--- src/rtl/layer2_neuron_engine_if.sv ---
// Bus bundle between the layer-2 engine, its weight ROM, the activation source
// and the downstream consumer of the layer outputs.
interface layer2_neuron_engine_if #(
    parameter int NUM_NEURONS = 16,
    parameter int NUM_INPUTS  = 30
) ();
    localparam int IW = (NUM_NEURONS > 1) ? $clog2(NUM_NEURONS) : 1;

    // start is a level request, honoured only while the engine is idle (busy=0);
    // out_valid/done are single-cycle pulses with no backpressure; the ROM must
    // present the row for neuron_index one clock after neuron_index changes.
    logic                      start;
    logic [NUM_INPUTS*8-1:0]   in_activations_flat;
    logic [IW-1:0]             neuron_index;
    logic [NUM_INPUTS*8-1:0]   neuron_weights_flat;
    logic                      busy;
    logic                      out_valid;
    logic [IW-1:0]             out_index;
    logic [7:0]                out_value;
    logic [NUM_NEURONS*8-1:0]  layer_out_flat;
    logic                      done;

    modport master (
        output start, in_activations_flat, neuron_weights_flat,
        input  neuron_index, busy, out_valid, out_index, out_value,
               layer_out_flat, done
    );

    modport slave (
        input  start, in_activations_flat, neuron_weights_flat,
        output neuron_index, busy, out_valid, out_index, out_value,
               layer_out_flat, done
    );
endinterface

--- src/rtl/layer2_neuron_engine.sv ---
// Fully connected layer-2 engine: one int8 dot product per neuron, then
// arithmetic shift, ReLU and saturation to 0..127, stored per neuron.
module layer2_neuron_engine #(
    parameter int NUM_NEURONS = 16,
    parameter int NUM_INPUTS  = 30,
    parameter int ACC_WIDTH   = 24,
    parameter int SHIFT       = 4
) (
    input  logic                   clk,
    input  logic                   rst_n,
    layer2_neuron_engine_if.slave  bus,
    output logic [1:0]             dbg_state_o
);
    localparam int IW = (NUM_NEURONS > 1) ? $clog2(NUM_NEURONS) : 1;
    localparam int KW = (NUM_INPUTS > 1) ? $clog2(NUM_INPUTS) : 1;
    localparam int AW = NUM_INPUTS * 8;
    localparam int LW = NUM_NEURONS * 8;

    typedef enum logic [1:0] {
        S_IDLE  = 2'd0,
        S_FETCH = 2'd1,
        S_MAC   = 2'd2,
        S_ACT   = 2'd3
    } state_e;

    state_e                       state_q, state_d;
    logic [AW-1:0]                act_q, act_d;
    logic signed [ACC_WIDTH-1:0]  acc_q, acc_d;
    logic [KW-1:0]                k_q, k_d;
    logic [IW-1:0]                idx_q, idx_d;
    logic                         out_valid_q, out_valid_d;
    logic [IW-1:0]                out_index_q, out_index_d;
    logic [7:0]                   out_value_q, out_value_d;
    logic [LW-1:0]                layer_q, layer_d;
    logic                         done_q, done_d;

    logic [KW+2:0]                k_bit;
    logic [IW+2:0]                idx_bit;
    logic signed [7:0]            w_k;
    logic signed [7:0]            a_k;
    logic signed [15:0]           prod;
    logic signed [ACC_WIDTH-1:0]  shifted;
    logic [7:0]                   act_result;

    // Datapath: select element k, multiply, and requantize the finished sum.
    always_comb begin
        k_bit   = {k_q, 3'b000};
        idx_bit = {idx_q, 3'b000};
        w_k     = bus.neuron_weights_flat[k_bit +: 8];
        a_k     = act_q[k_bit +: 8];
        prod    = w_k * a_k;
        shifted = acc_q >>> SHIFT;
        if (shifted[ACC_WIDTH-1]) begin
            act_result = 8'd0;
        end else if (|shifted[ACC_WIDTH-2:7]) begin
            act_result = 8'd127;
        end else begin
            act_result = {1'b0, shifted[6:0]};
        end
    end

    always_comb begin
        state_d     = state_q;
        act_d       = act_q;
        acc_d       = acc_q;
        k_d         = k_q;
        idx_d       = idx_q;
        out_valid_d = 1'b0;
        out_index_d = out_index_q;
        out_value_d = out_value_q;
        layer_d     = layer_q;
        done_d      = 1'b0;

        case (state_q)
            S_IDLE: begin
                if (bus.start) begin
                    act_d   = bus.in_activations_flat;
                    layer_d = '0;
                    idx_d   = '0;
                    acc_d   = '0;
                    k_d     = '0;
                    state_d = S_FETCH;
                end
            end
            // The ROM registers the row for idx_q during this cycle.
            S_FETCH: begin
                acc_d   = '0;
                k_d     = '0;
                state_d = S_MAC;
            end
            S_MAC: begin
                acc_d = acc_q + {{(ACC_WIDTH-16){prod[15]}}, prod};
                if (k_q == KW'(NUM_INPUTS - 1)) begin
                    state_d = S_ACT;
                end else begin
                    k_d = k_q + 1'b1;
                end
            end
            S_ACT: begin
                out_value_d            = act_result;
                out_index_d            = idx_q;
                out_valid_d            = 1'b1;
                layer_d[idx_bit +: 8]  = act_result;
                if (idx_q == IW'(NUM_NEURONS - 1)) begin
                    done_d  = 1'b1;
                    idx_d   = '0;
                    state_d = S_IDLE;
                end else begin
                    idx_d   = idx_q + 1'b1;
                    state_d = S_FETCH;
                end
            end
            default: state_d = S_IDLE;
        endcase
    end

    always_ff @(posedge clk) begin
        if (!rst_n) begin
            state_q     <= S_IDLE;
            act_q       <= '0;
            acc_q       <= '0;
            k_q         <= '0;
            idx_q       <= '0;
            out_valid_q <= 1'b0;
            out_index_q <= '0;
            out_value_q <= '0;
            layer_q     <= '0;
            done_q      <= 1'b0;
        end else begin
            state_q     <= state_d;
            act_q       <= act_d;
            acc_q       <= acc_d;
            k_q         <= k_d;
            idx_q       <= idx_d;
            out_valid_q <= out_valid_d;
            out_index_q <= out_index_d;
            out_value_q <= out_value_d;
            layer_q     <= layer_d;
            done_q      <= done_d;
        end
    end

    assign bus.neuron_index   = idx_q;
    assign bus.busy           = (state_q != S_IDLE);
    assign bus.out_valid      = out_valid_q;
    assign bus.out_index      = out_index_q;
    assign bus.out_value      = out_value_q;
    assign bus.layer_out_flat = layer_q;
    assign bus.done           = done_q;
    assign dbg_state_o        = state_q;
endmodule

--- src/flat_wrapper.sv ---
// flat-port wrapper written by rule: the top's interface ports become plain ports
module layer2_neuron_engine_flat 
#(
    parameter int NUM_NEURONS = 16,
    parameter int NUM_INPUTS  = 30,
    parameter int ACC_WIDTH   = 24,
    parameter int SHIFT       = 4
)
  (clk, rst_n, dbg_state_o, bus_start, bus_in_activations_flat, bus_neuron_weights_flat, bus_neuron_index, bus_busy, bus_out_valid, bus_out_index, bus_out_value, bus_layer_out_flat, bus_done);
  layer2_neuron_engine_if #(.NUM_NEURONS(NUM_NEURONS), .NUM_INPUTS(NUM_INPUTS)) bus_i ();
  input  logic clk;
  input  logic rst_n;
  output logic [1:0] dbg_state_o;
  input wire logic [$bits(bus_i.start)-1:0] bus_start;
  input wire logic [$bits(bus_i.in_activations_flat)-1:0] bus_in_activations_flat;
  input wire logic [$bits(bus_i.neuron_weights_flat)-1:0] bus_neuron_weights_flat;
  output wire logic [$bits(bus_i.neuron_index)-1:0] bus_neuron_index;
  output wire logic [$bits(bus_i.busy)-1:0] bus_busy;
  output wire logic [$bits(bus_i.out_valid)-1:0] bus_out_valid;
  output wire logic [$bits(bus_i.out_index)-1:0] bus_out_index;
  output wire logic [$bits(bus_i.out_value)-1:0] bus_out_value;
  output wire logic [$bits(bus_i.layer_out_flat)-1:0] bus_layer_out_flat;
  output wire logic [$bits(bus_i.done)-1:0] bus_done;
  assign bus_i.start = bus_start;
  assign bus_i.in_activations_flat = bus_in_activations_flat;
  assign bus_i.neuron_weights_flat = bus_neuron_weights_flat;
  assign bus_neuron_index = bus_i.neuron_index;
  assign bus_busy = bus_i.busy;
  assign bus_out_valid = bus_i.out_valid;
  assign bus_out_index = bus_i.out_index;
  assign bus_out_value = bus_i.out_value;
  assign bus_layer_out_flat = bus_i.layer_out_flat;
  assign bus_done = bus_i.done;
  layer2_neuron_engine #(.NUM_NEURONS(NUM_NEURONS), .NUM_INPUTS(NUM_INPUTS), .ACC_WIDTH(ACC_WIDTH), .SHIFT(SHIFT)) u_core (.clk(clk), .rst_n(rst_n), .bus(bus_i), .dbg_state_o(dbg_state_o));
endmodule
--- config.mk ---
export PLATFORM = sky130hd
export DESIGN_NAME = layer2_neuron_engine_flat
export DESIGN_NICKNAME = d
export VERILOG_FILES = /design/src/rtl/layer2_neuron_engine_if.sv /design/src/rtl/layer2_neuron_engine.sv /design/src/flat_wrapper.sv
export SDC_FILE = /design/constraint.sdc
export NUM_CORES = 1
export LEC_CHECK = 0
export ABC_AREA = 1
export CAP_MARGIN = 20
export CORE_AREA = 2 2 245 247
export DETAILED_ROUTE_END_ITERATION = 12
export DIE_AREA = 0 0 247 249
export PLACE_DENSITY = 0.71
export SLEW_MARGIN = 20
export SYNTH_ARGS = -nofsm -noshare
export SYNTH_HDL_FRONTEND = slang
export SYNTH_SLANG_ARGS = --single-unit
--- constraint.sdc ---
create_clock -name clk -period 7.6 [get_ports clk]
set_clock_uncertainty 0.05 [all_clocks]
set_input_delay 0.76 -clock clk [delete_from_list [all_inputs] [get_ports clk]]
set_output_delay 0.76 -clock clk [all_outputs]
set_load 0.005 [all_outputs]
==> impl_metrics.ini <==
[synth]
ys_types = 51
yosys-top-cells-area = dfxtp_1 (35%), nor2_1 (14%), o21ai_0 (11%)
synth_top_area_cell = dfxtp_1
seq_area_frac_synth_pct = 35.4
synth_seq_cells = 400
synth-main-ff-cell = dfxtp_1
yosysTopAreaCellShare_pct = 35.4
synth_edf_count = 0
yosysWarningCount = 0
netlist_area_mm2 = 0.0226
syn_avg_cell_area_um2 = 6.85
syn_inst = 3302
async_flop_share_pct = 0

[setup_path]
slowest_delay_ns = 0.50
r2r_slack_ns = 0.42
crit_path_frequent_cell = nand2_1
ff2ff_path_depth = 34
worstSetupPathType = flop to flop
r2r-end = u_core.acc_q[18]$_SDFFE_PN0P_
cpMaxStageDelayCell = fa_1
worst-path-max-fanout = 39
worstPathRequired_ns = 8.05
arrival_ns = 7.63
startpoint_type = flop
critPathCaptureType = flop
r2r_start = u_core.k_q[0]$_SDFFE_PN0P_

[global_route]
overflow = 0
grt_use_total_pct = 29.9
grt_pass1_wl_um = 142000
grt_max_degree = 163
grt_pass1_vias = 23900
antenna_found_initial = 20

[clocking]
cts_tree = yes
cts_setup_buffers = 0
cts_made_buffers = 45
h-tree-depth = 2
numClockSinks = 400
root_buffer = clkbuf_16
cts_resized = 0
cts_buffer_depth = 3
clk_pin_slew_ns = 0.06
insertion_delay_ns = 0.61
cts-hold-fix-buffers = 0

[final_layout]
drive_gt1_share_pct = 7.07
final_area_mm2 = 0.0314
layout_commonest_cell = nor2_1
fin_nets = 4469
final_core_util_pct = 53.6
fin_cells = 4695
final_cell_mix = nor2_1 (863), clkdlybuf4s50_1 (613), o21ai_0 (499), nand2_1 (402), dfxtp_1 (397)
syn_to_final_growth_pct = 39.0

[placed_design]
routabilityCongestion = 0.961
placedCellCount = 4595
post_dp_cell_area_mm2 = 0.0298
hpwlAfterDp_um = 71400
io_buffer_count = 614

[pwr]
ir_worst_vdd_mv = 0.639
powerDensity_mw_per_mm2 = 588
power.leakage_nw = 12.5
power.total_w = 0.0185

[detailed_routing]
vias = 25200
wl_um = 95100
wl_per_cell_um = 20.2
vias_per_cell = 5.36
drtIter0Drc = 2165
ant_nets = 0
first_pass_iters = 5
post-route-drc-count = 0

[job]
maxCapViolCount = 0

[die]
initial_core_util_pct = 38.5
core-area_mm2 = 0.0587
die_area_mm2 = 0.0615
die_h_um = 249
die_w_um = 247
rows = 89
num_io_pins = 632

[sta]
layout_min_cycle_time_ns = 7.18
hold_viol = 0
rsz0062_at_grt = yes
max_slew.worst_pin.slew_ns = 1.10
finalSetupViolations = 0
maxSlewHeadroom_pct = 26.6
slew_viol_final = 0
max_freq_ghz = 0.139
fin_tns_setup_ns = 0
finalCritPeriodShare_pct = 94.4

[hold_path]
min_path_cells = 2
hold_path.class = flop to flop
hold_end = u_core.bus.layer_out_flat[83]$_SDFFE_PN0P_
hp-start = u_core.bus.layer_out_flat[83]$_SDFFE_PN0P_

[run_status]
status = complete, no violations
-- layer usage --
layer / GRT usage [%] / vias to the layer above / wire length (um)
met1: 39.7 / 11900 / 40500
met5: 0 / - / 49
met3: 6.36 / 161 / 7870
met4: 10.9 / 8 / 3210
li1: - / 12100 / -
met2: 47.7 / 974 / 43400
-- flip-flops by register name (all words and copies together), names as in the netlist --
signal,flops
u_core.bus.out_index,4
u_core.act_q,240
u_core.dbg_state_o,2
u_core.bus.done,1
u_core.bus.neuron_index,4
u_core.k_q,5
u_core.acc_q,24
u_core.bus.out_valid,1
u_core.bus.layer_out_flat,112
u_core.bus.out_value,7
-- cell type report --
type                            instances  area (um^2)
Sequential cell                       400         8020
Multi-Input combinational cell       2498        13000
Clock inverter                         21          185
Clock buffer                           61         1270
Inverter                              193          748
Timing Repair Buffer                  731         7190
Antenna cell                           18         45.0
Fill cell                            5774        27300
Tap cell                              773          967
-- worst max path at each step --
stage | start | end | slack [ns] | cells past startpoint
floorplan | u_core.k_q[0]$_SDFFE_PN0P_ | u_core.acc_q[19]$_SDFFE_PN0P_ | 1.37 | 35
global placement | bus_neuron_weights_flat[44] | u_core.acc_q[19]$_SDFFE_PN0P_ | 0.21 | 33
detailed placement | bus_neuron_weights_flat[44] | u_core.acc_q[17]$_SDFFE_PN0P_ | 0.17 | 32
CTS | u_core.k_q[0]$_SDFFE_PN0P_ | u_core.acc_q[21]$_SDFFE_PN0P_ | 0.27 | 30
global route | u_core.k_q[0]$_SDFFE_PN0P_ | u_core.acc_q[18]$_SDFFE_PN0P_ | -0.04 | 35
finish | u_core.k_q[0]$_SDFFE_PN0P_ | u_core.acc_q[18]$_SDFFE_PN0P_ | 0.42 | 34
-- per-stage QoR --
step / hold slack (ns) / worst slack [ns]
finish: 0.413 / 0.422
global route: 0.426 / -0.0361
floorplan: 0.400 / 1.37
global placement: 0.398 / 0.210
CTS: 0.413 / 0.265
detailed placement: 0.405 / 0.165
-- synth_stat cells (6+ instances only) --
cell,instances
clkinv_1,8
nand3_1,130
nand4_1,22
inv_1,172
inv_2,9
dfxtp_1,400
a22oi_1,28
buf_2,41
o21ai_1,12
o211ai_1,16
ha_1,61
nor3_1,10
xnor2_1,6
clkbuf_1,153
nor2_1,866
buf_4,23
or2_2,19
o221ai_1,50
o21ai_0,500
nand2_1,405
xor2_1,6
a21oi_1,185
fa_1,56
buf_1,6
o22ai_1,62
-- cells by family (layout without fill, tap and decap cells) --
family | after synthesis | count (layout) | share of synthesized area [%]
AO/OA/AOI/OAI | 872 | 872 | 21.2
XOR/XNOR | 13 | 13 | 0.537
adder cells (fa/ha/maj) | 117 | 117 | 8.33
buffers and inverters | 420 | 1006 | 7.72
flip-flops | 400 | 400 | 35.4
other | 1 | 35 | 0.0166
AND/OR/NAND/NOR | 1479 | 1479 | 26.7
-- worst max-delay path: cells and delay by family (launching register included) --
| family | cells | cell delay (ns) |
|---|---|---|
| compound gates | 10 | 1.87 |
| fa+ha+maj | 6 | 2.60 |
| flops | 1 | 0.43 |
| xor+xnor | 1 | 0.17 |
| simple gates | 10 | 1.06 |
| buf+inv | 7 | 0.85 |
-- where the power goes --
| part | switching (W) | internal [W] |
|---|---|---|
| Clock | 0.000972 | 0.00121 |
| Sequential | 0.000201 | 0.00247 |
| Combinational | 0.00820 | 0.00541 |
| Total | 0.00937 | 0.00910 |
Power figures use the tool's default switching activity.
